<file path="config.mk">
export PLATFORM = sky130hd
export DESIGN_NAME = t_group_unpacker
export DESIGN_NICKNAME = d
export VERILOG_FILES = /design/src/rtl/t_group_unpacker.sv
export SDC_FILE = /design/constraint.sdc
export NUM_CORES = 1
export LEC_CHECK = 0
export ABC_CLOCK_PERIOD_IN_PS = 4000
export CORE_AREA = 4 4 180 182
export DETAILED_ROUTE_END_ITERATION = 16
export DIE_AREA = 0 0 184 186
export REMOVE_ABC_BUFFERS = 1
export SLEW_MARGIN = 20
export SYNTH_ARGS = -nofsm -noshare
export SYNTH_HDL_FRONTEND = slang
export SYNTH_SLANG_ARGS = --single-unit
</file>
<file path="constraint.sdc">
create_clock -name clk -period 4 [get_ports clk]
set_clock_uncertainty 0.2 [all_clocks]
set_input_delay 0.4 -clock clk [delete_from_list [all_inputs] [get_ports clk]]
set_output_delay 0.4 -clock clk [all_outputs]
set_load 0.05 [all_outputs]
</file>
<file path="src/rtl/t_group_unpacker.sv">
// -----------------------------------------------------------------------------
// t_group_unpacker
//
// Read-back end of the T/V/F spill path. Replays a previously stored column by
// fetching packed SRAM words through the SRAM controller and unpacking every
// group {t, v[VEF_BIT-2:0], f[VEF_BIT-2:0]} into a t/v/f element stream for
// the PE array feeder. Group 0 of each word sits in the least significant bits.
//
// Ports
//   clk, rst          rising-edge clock, synchronous active-high reset
//   i_start, i_T_size start pulse and element count (accepted only when idle)
//   o_busy, o_done    busy from accepted start through the done cycle; done pulse
//   o_sram_request    one-cycle request for the next packed word
//   i_request_valid   qualifies i_request_data (answers the oldest request)
//   i_request_data    packed word of T_PER_WORD groups
//   o_valid, i_ready  element handshake toward the consumer
//   o_t, o_v, o_f     element fields; v/f get their dropped MSB back as 0
//   o_first, o_last   element index 0 / index T_size-1
// -----------------------------------------------------------------------------
module t_group_unpacker #(
  parameter int VEF_BIT    = 10,
  parameter int T_PER_WORD = 4,
  parameter int MAX_T_LOG  = 16,
  localparam int GRP  = 2 + 2 * (VEF_BIT - 1),
  localparam int WORD = GRP * T_PER_WORD
) (
  input  logic                 clk,
  input  logic                 rst,
  input  logic                 i_start,
  input  logic [MAX_T_LOG-1:0] i_T_size,
  output logic                 o_busy,
  output logic                 o_done,
  output logic                 o_sram_request,
  input  logic                 i_request_valid,
  input  logic [WORD-1:0]      i_request_data,
  output logic                 o_valid,
  input  logic                 i_ready,
  output logic [1:0]           o_t,
  output logic [VEF_BIT-1:0]   o_v,
  output logic [VEF_BIT-1:0]   o_f,
  output logic                 o_first,
  output logic                 o_last
);

  localparam int GIDX_W = (T_PER_WORD > 1) ? $clog2(T_PER_WORD) : 1;
  localparam int SW     = VEF_BIT - 1;

  typedef enum logic [1:0] {IDLE, RUN, DONE} state_e;

  state_e state_q, state_d;

  logic [MAX_T_LOG-1:0] tSize_q;
  logic [MAX_T_LOG-1:0] wordsTotal_q;
  logic [MAX_T_LOG-1:0] wordsReq_q;
  logic [MAX_T_LOG-1:0] loadCnt_q;
  logic                 outstanding_q;
  logic [WORD-1:0]      fifoMem_q [2];
  logic                 wrPtr_q;
  logic                 rdPtr_q;
  logic [1:0]           count_q;
  logic [GIDX_W-1:0]    grpIdx_q;
  logic                 valid_q;
  logic                 first_q;
  logic                 last_q;
  logic [1:0]           t_q;
  logic [SW-1:0]        v_q;
  logic [SW-1:0]        f_q;

  logic           startAcc;
  logic           push;
  logic           load;
  logic           lastLoad;
  logic           pop;
  logic           lastHandshake;
  logic           reqCond;
  logic [GRP-1:0] headGroup;

  // Datapath qualifiers. A response only counts while a request is
  // outstanding, so stray or post-reset responses fall on the floor. Only one
  // request is ever in flight, hence a free FIFO slot is enough to ask again.
  always_comb begin
    startAcc      = (state_q == IDLE) && i_start;
    push          = i_request_valid && outstanding_q;
    lastLoad      = (loadCnt_q == tSize_q - MAX_T_LOG'(1));
    load          = (state_q == RUN) && (count_q != 2'd0) &&
                    (loadCnt_q != tSize_q) && (!valid_q || i_ready);
    pop           = load && (lastLoad || (grpIdx_q == GIDX_W'(T_PER_WORD - 1)));
    lastHandshake = valid_q && i_ready && last_q;
    reqCond       = (state_q == RUN) && (wordsReq_q < wordsTotal_q) &&
                    !outstanding_q && (count_q < 2'd2);
    headGroup     = fifoMem_q[rdPtr_q][int'(grpIdx_q) * GRP +: GRP];
  end

  // State register.
  always_ff @(posedge clk) begin
    if (rst) begin
      state_q <= IDLE;
    end else begin
      state_q <= state_d;
    end
  end

  // Next-state logic. A zero-length replay goes straight to DONE so the
  // caller still sees a done pulse without any SRAM traffic.
  always_comb begin
    state_d = state_q;
    case (state_q)
      IDLE: begin
        if (i_start) begin
          state_d = (i_T_size == '0) ? DONE : RUN;
        end
      end
      RUN: begin
        if (lastHandshake) begin
          state_d = DONE;
        end
      end
      DONE:    state_d = IDLE;
      default: state_d = IDLE;
    endcase
  end

  // State-derived control outputs.
  always_comb begin
    o_busy         = (state_q != IDLE);
    o_done         = (state_q == DONE);
    o_sram_request = reqCond;
  end

  // Request bookkeeping, 2-word FIFO and the registered output stage. The
  // word at the FIFO head is popped when its last group is loaded, or early
  // when the final element of the replay lives in a partial word.
  always_ff @(posedge clk) begin
    if (rst) begin
      tSize_q       <= '0;
      wordsTotal_q  <= '0;
      wordsReq_q    <= '0;
      loadCnt_q     <= '0;
      outstanding_q <= 1'b0;
      for (int i = 0; i < 2; i++) begin
        fifoMem_q[i] <= '0;
      end
      wrPtr_q  <= 1'b0;
      rdPtr_q  <= 1'b0;
      count_q  <= 2'd0;
      grpIdx_q <= '0;
      valid_q  <= 1'b0;
      first_q  <= 1'b0;
      last_q   <= 1'b0;
      t_q      <= '0;
      v_q      <= '0;
      f_q      <= '0;
    end else if (startAcc) begin
      tSize_q       <= i_T_size;
      wordsTotal_q  <= (i_T_size + MAX_T_LOG'(T_PER_WORD - 1)) / MAX_T_LOG'(T_PER_WORD);
      wordsReq_q    <= '0;
      loadCnt_q     <= '0;
      outstanding_q <= 1'b0;
      wrPtr_q       <= 1'b0;
      rdPtr_q       <= 1'b0;
      count_q       <= 2'd0;
      grpIdx_q      <= '0;
      valid_q       <= 1'b0;
    end else begin
      if (reqCond) begin
        wordsReq_q    <= wordsReq_q + MAX_T_LOG'(1);
        outstanding_q <= 1'b1;
      end else if (push) begin
        outstanding_q <= 1'b0;
      end
      if (push) begin
        fifoMem_q[wrPtr_q] <= i_request_data;
        wrPtr_q            <= ~wrPtr_q;
      end
      if (pop) begin
        rdPtr_q <= ~rdPtr_q;
      end
      count_q <= count_q + {1'b0, push} - {1'b0, pop};
      if (load) begin
        valid_q   <= 1'b1;
        t_q       <= headGroup[GRP-1 -: 2];
        v_q       <= headGroup[2*SW-1 -: SW];
        f_q       <= headGroup[SW-1:0];
        first_q   <= (loadCnt_q == '0);
        last_q    <= lastLoad;
        loadCnt_q <= loadCnt_q + MAX_T_LOG'(1);
        grpIdx_q  <= pop ? '0 : grpIdx_q + GIDX_W'(1);
      end else if (valid_q && i_ready) begin
        valid_q <= 1'b0;
      end
    end
  end

  assign o_valid = valid_q;
  assign o_t     = t_q;
  assign o_v     = {1'b0, v_q};
  assign o_f     = {1'b0, f_q};
  assign o_first = first_q;
  assign o_last  = last_q;

endmodule

</file>
# Yosys cells after proc, flatten, opt, wreduce, memory -nomap -nowiden

Memories as Yosys holds them, arrays and structs flattened. A register that Yosys moved wholly into a read port is not among the register bits.
Cells that the tools add are included.

Flip-flop bits (word level): 94
Bits in writable memories: 160
Input bits: 101
Output and inout bits: 28
Word-level logic and storage cells: 84
Memories kept: 1

Add/subtract/negate cells: 7
$mul: 1
Order comparisons: 2
Equal/unequal tests: 7
Shifts and indexed selects: 1
Muxes and demuxes: 20
Bitwise operators: 3
Reductions and logical operators: 26

Memory list:

| name      | words | width | rd ports | clocked after memory_dff | wr ports | line | RTL |
|---|---|---|---|---|---|---|---|
| fifoMem_q | 2     | 80    | 1        | 1                        | 2        | 57   | `logic [WORD-1:0] fifoMem_q [2];` |

Operators with widths:

| operator                | count |
|---|---|
| $mux W80                | 1 |
| $reduce_or A80 Y1       | 1 |
| $shiftx A80 B8 Y20      | 1 |
| $add A16 B1 Y16 const B | 2 |
| $logic_not A16 Y1       | 2 |
| $add A16 B2 Y16 const B | 1 |
| $eq A16 B16 Y1          | 1 |
| $lt A16 B14 Y1          | 1 |
| $ne A16 B16 Y1          | 1 |
| $sub A16 B1 Y16 const B | 1 |
| $mux W1                 | 14 |
| $logic_and A1 B1 Y1     | 11 |
| $mux W2                 | 4 |
| $reduce_bool A2 Y1      | 4 |
| $mul A2 B3 Y5 const B   | 1 |
| $eq A2 B2 Y1 const B    | 2 |
| $ne A2 B2 Y1 const B    | 2 |
| $pmux W2 S2             | 1 |
| $reduce_and A2 Y1       | 2 |
| $not A1 Y1              | 3 |
| $add A2 B1 Y2           | 1 |
| $add A2 B1 Y2 const B   | 1 |
| $eq A2 B1 Y1 const B    | 1 |
| $logic_not A1 Y1        | 2 |
| 5 further kinds         | 6 |

# Logic depth before layout (Yosys ltp)

Depth after elaboration: 7
Gate-level depth with buffers: 15
Mapped depth without buffers: 15

# Worst setup path after synthesis

OpenSTA, ideal clock, no wires.

Kind: reg2reg
From: register tSize_q[0]
To: register count_q[1]
Setup time: 128 ps
Arrival: 2787 ps
Data required time: 3672 ps
Slack: 885 ps
Stages on the path, launching flop included: 16
Path buffers: 0
Clock period less this slack: 3115 ps
Cell sequence: dfxtp_1 inv_1 ha_1 or4b_4 a2111oi_4 a31oi_1 o21ai_1 nand4_1 nor2_1 o21a_1 ha_1 inv_1 ha_1 xor2_1 xnor2_1 nor2_1

Cells in the longest elaborated chain, start to end: 5
Elaborated cells between the ends (all ways): 8
Classes of those cells: 2 x add/sub; 2 x eq/ne; 4 x reduce/logical

RTL lines:

| element                                                   | line   | RTL |
|---|---|---|
| start, declared                                           | 52     | `logic [MAX_T_LOG-1:0] tSize_q;` |
| start signal, assigned                                    | 154    | `tSize_q <= i_T_size;` |
| $sub A16 B1 Y16 or $ne A16 B16 Y1 (tied branches)         | 84, 86 |  |
| $eq A16 B16 Y1 or $logic_and A1 B1 Y1 (tied branches)     | 84, 85 |  |
| $logic_or A1 B1 Y1 or $logic_and A1 B1 Y1 (tied branches) | 87, 86 |  |
| $logic_and A1 B1 Y1 *                                     | 87     | `pop = load && (lastLoad \|\| (grpIdx_q == GIDX_W'(T_PER_WORD - 1)));` |
| net pop                                                   | 73     | `logic pop;` |
| $sub A2 B1 Y2 *                                           | 178    | `count_q <= count_q + {1'b0, push} - {1'b0, pop};` |
| end signal, assigned                                      | 178    |  |
| end, declared                                             | 60     | `logic [1:0] count_q;` |

Mark *: on every way through the listed nets, which the timed path passes. The rest lies on a longest branch.
A chain may end at the register's enable or synchronous reset.

# Worst setup path in the final report

From: register wordsReq_q[9]
To: output port o_sram_request

Cells in the longest elaborated chain, start to end: 4

RTL lines:

| element                           | line | RTL |
|---|---|---|
| start, declared                   | 54   | `logic [MAX_T_LOG-1:0] wordsReq_q;` |
| start signal, assigned            | 166  | `wordsReq_q <= wordsReq_q + MAX_T_LOG'(1);` |
| $lt A16 B14 Y1                    | 89   | `reqCond = (state_q == RUN) && (wordsReq_q < wordsTotal_q) &&` |
| $logic_and A1 B1 Y1 (2 in series) | 89   |  |
| $logic_and A1 B1 Y1               | 90   | `!outstanding_q && (count_q < 2'd2);` |
| end, declared                     | 33   | `output logic o_sram_request,` |

No other way between the ends.

==> impl_metrics.ini <==
[power_and_ir_drop]
cellPowerDensity_nw_per_um2 = 420.6
internal_power_uw = 4817
switching_power_uw = 1424
total_power_uw = 6241
pwr-share-comb = 0.086
sw_frac_of_total = 0.2282
leakage_uw = 0.005335
vdd_ir_drop_max_mv = 0.3023
pwr-share-seq = 0.470
pwr-share-clk = 0.445

[die]
die_area_um2 = 34220
io_pins = 129
fp.dieH_um = 186
core_um2 = 30590
num_rows = 64
die_w_um = 184
start_util = 0.3977

[synth]
ys.flop_type = edfxtp_1
mappedNetlistArea_um2 = 12170
seq_area_frac_synth = 0.5512
ys_warn_count = 0
syn_avg_cell_area_um2 = 11.86
syn-instance-count = 1026
synth_seq_cells = 255
synthArstFlopShare = 0
synth_edf_count = 160
synth.distinct_cells = 65

[drt]
dr.first_iter.drc_count = 525
vias = 8201
wl_per_cell_um = 18.04
drc = 0
routed_wl_um = 28020
dr.pass1.iters = 5
ant_nets = 0
drt-vias-per-instance = 5.281

[sta]
tightest_slew_ns = 0.8299
rsz0062_at_grt = false
slew_headroom = 0.4468
final.min_clock_period_ns = 3.606
fin_setup_tns_ns = 0
max_freq_mhz = 277.3
maxSlewViolCount = 0
setup_viol = 0
timing.final.crit_share = 0.9016
layout_setup_ws_ns = 0.3935
hold_violations = 0

[final_layout]
n_fill_cell = 2789
nNetsFinal = 1255
antennaDiodeCount = 0
fin_util = 0.4851
layout-drive-gt1-share = 0.1106
syn_to_final_growth_pct = 21.97
fin_cells = 1553

[clock_network]
clk_pin_slew_ns = 0.06
post-cts-setup-buffers = 0
h-tree-depth = 1
clock-root-buffer = clkbuf_16
insertion_delay_ns = 0.56
cts_made_buffers = 29
clk_path_buf_depth = 3
ctsHoldBuffers = 0
cts.sink_count = 255
cts_resized = 0
tritoncts = yes

[setup_path]
critPathKind = reg2out
ff2ff_path_depth = 15
regToRegSetupSlack_ns = 0.51
cp.arrival_ns = 3.01
startpoint_type = register
worstPathRequired_ns = 3.40
r2r-end = count_q[1]
critPathMaxFanout = 6
critPathCaptureType = output pin
r2r-start = tSize_q[0]

[flow_run]
maxCapViolations = 0

[global_route]
grtUsageMet3 = 0.02638
antenna_found_initial = 0
grt_pass1_vias = 8175
grt_max_degree = 81
grt_pass1_wl_um = 44320
track_usage = 0.1594
grtUsageMet2 = 0.2633
grtUsageMet1 = 0.2242
gr-total-overflow = 0
grt-busiest-layer = met2

[placed_design]
hpwl_um = 17910
place.gp.congestion = 0.8122
portBuffers = 126
place_ws_ns = 0.5391
dp_cells = 1499

[worst_hold_path]
hold_path_depth = 3
hold_end = state_q[0]
hp-start = rst
hold_class = in2reg

[status]
status = completed
==> layout make-up <==
cell class / count / area, um^2 / share of cell area
well taps: 396 / 495.5 / 0.03339
clock buffers: 33 / 760.7 / 0.05126
clock inverters: 21 / 246.5 / 0.01661
inverters: 26 / 97.59 / 0.006577
flip-flops and latches: 255 / 6710 / 0.4522
multi-input cells: 678 / 5100 / 0.3437
repair buffers: 144 / 1429 / 0.09629
==> kinds of logic after synthesis <==
logic type               share of synthesized area
other                                    0.0003082
XOR/XNOR                                   0.04103
multiplexers                               0.09214
adder cells (fa/ha/maj)                    0.02057
AND/OR/NAND/NOR                             0.1907
AO/OA/AOI/OAI                              0.07281
buffers and inverters                      0.03126
flip-flops                                  0.5512
==> worst max-delay path: stages (launching register included) <==
cell and delay, ns:
dfxtp_1 0.42, ha_1 0.28, a21o_1 0.18, a21o_1 0.17, a21oi_1 0.19, o311a_1 0.21
o21ai_1 0.11, inv_1 0.09, clkdlybuf4s50_1 0.81
==> layout by cell type (no fill, tap or decap), types with 25 or more instances in the layout <==
cell | Yosys | routed
inv_1 | 25 | 25
nor2_1 | 64 | 64
a21oi_1 | 38 | 38
a211oi_1 | 33 | 33
and2_1 | 165 | 165
clkdlybuf4s50_1 | 0 | 125
dfxtp_1 | 95 | 92
clkbuf_16 | 0 | 29
mux4_2 | 40 | 40
nand2_1 | 62 | 62
xor2_1 | 38 | 38
edfxtp_1 | 160 | 160
==> per-layer routing <==
| metal | share of wire | up-vias |
|---|---|---|
| met1 | 0.46 | 4018 |
| met2 | 0.47 | 203 |
| met4 | 0.019 | 0 |
| met5 | 0 | - |
| li1 | - | 3944 |
| met3 | 0.050 | 36 |
==> per-stage QoR <==
stage                     hold WS (ns)  instance area [um^2]
after floorplan                 0.2278                 11890
after global placement          0.2461                 13830
after detailed placement        0.2558                 13830
after CTS                       0.1055                 14840
after global routing            0.1285                 14840
final                           0.1186                 14840
==> synth_stat cells, types with 22 or more instances <==
master	instances	area share
inv_1	25	0.0077
a21oi_1	38	0.016
dfxtp_1	95	0.16
mux2i_1	22	0.018
xor2_1	38	0.027
nand2_1	62	0.019
edfxtp_1	160	0.39
and2_1	165	0.085
clkbuf_1	46	0.014
mux4_2	40	0.074
nor2_1	64	0.020
a211oi_1	33	0.020
==> worst max path at each step <==
stage / start / to / slack (ns)
2_1_floorplan: state_q[0] / fifoMem_q[0][0] / -2.17
3_3_place_gp: tSize_q[0] / count_q[1] / 0.61
3_5_place_dp: tSize_q[0] / count_q[1] / 0.54
4_1_cts: wordsReq_q[9] / o_sram_request / 0.34
5_1_grt: tSize_q[0] / count_q[1] / 0.24
6_report: wordsReq_q[9] / o_sram_request / 0.39
==> sequential cells by signal, summed over array words and instances (netlist names), 2 cells and up, named ones only <==
register and flops:
count_q 2, f_q 9, fifoMem_q 160, grpIdx_q 2
loadCnt_q 16, o_t 2, state_q 2, tSize_q 16
v_q 9, wordsReq_q 16, wordsTotal_q 14
==> power by group through the flow <==
| stage | registers [uW] | logic [uW] | clock network (uW) |
|---|---|---|---|
| 2_1_floorplan | 2980 | 290 | 0 |
| 3_3_place_gp | 2980 | 533 | 0 |
| 3_5_place_dp | 2990 | 537 | 0 |
| 4_1_cts | 2930 | 539 | 2850 |
| 5_1_grt | 2940 | 582 | 2950 |
| 6_report | 2930 | 535 | 2770 |
Note: power is estimated with default switching activity, not from simulation.
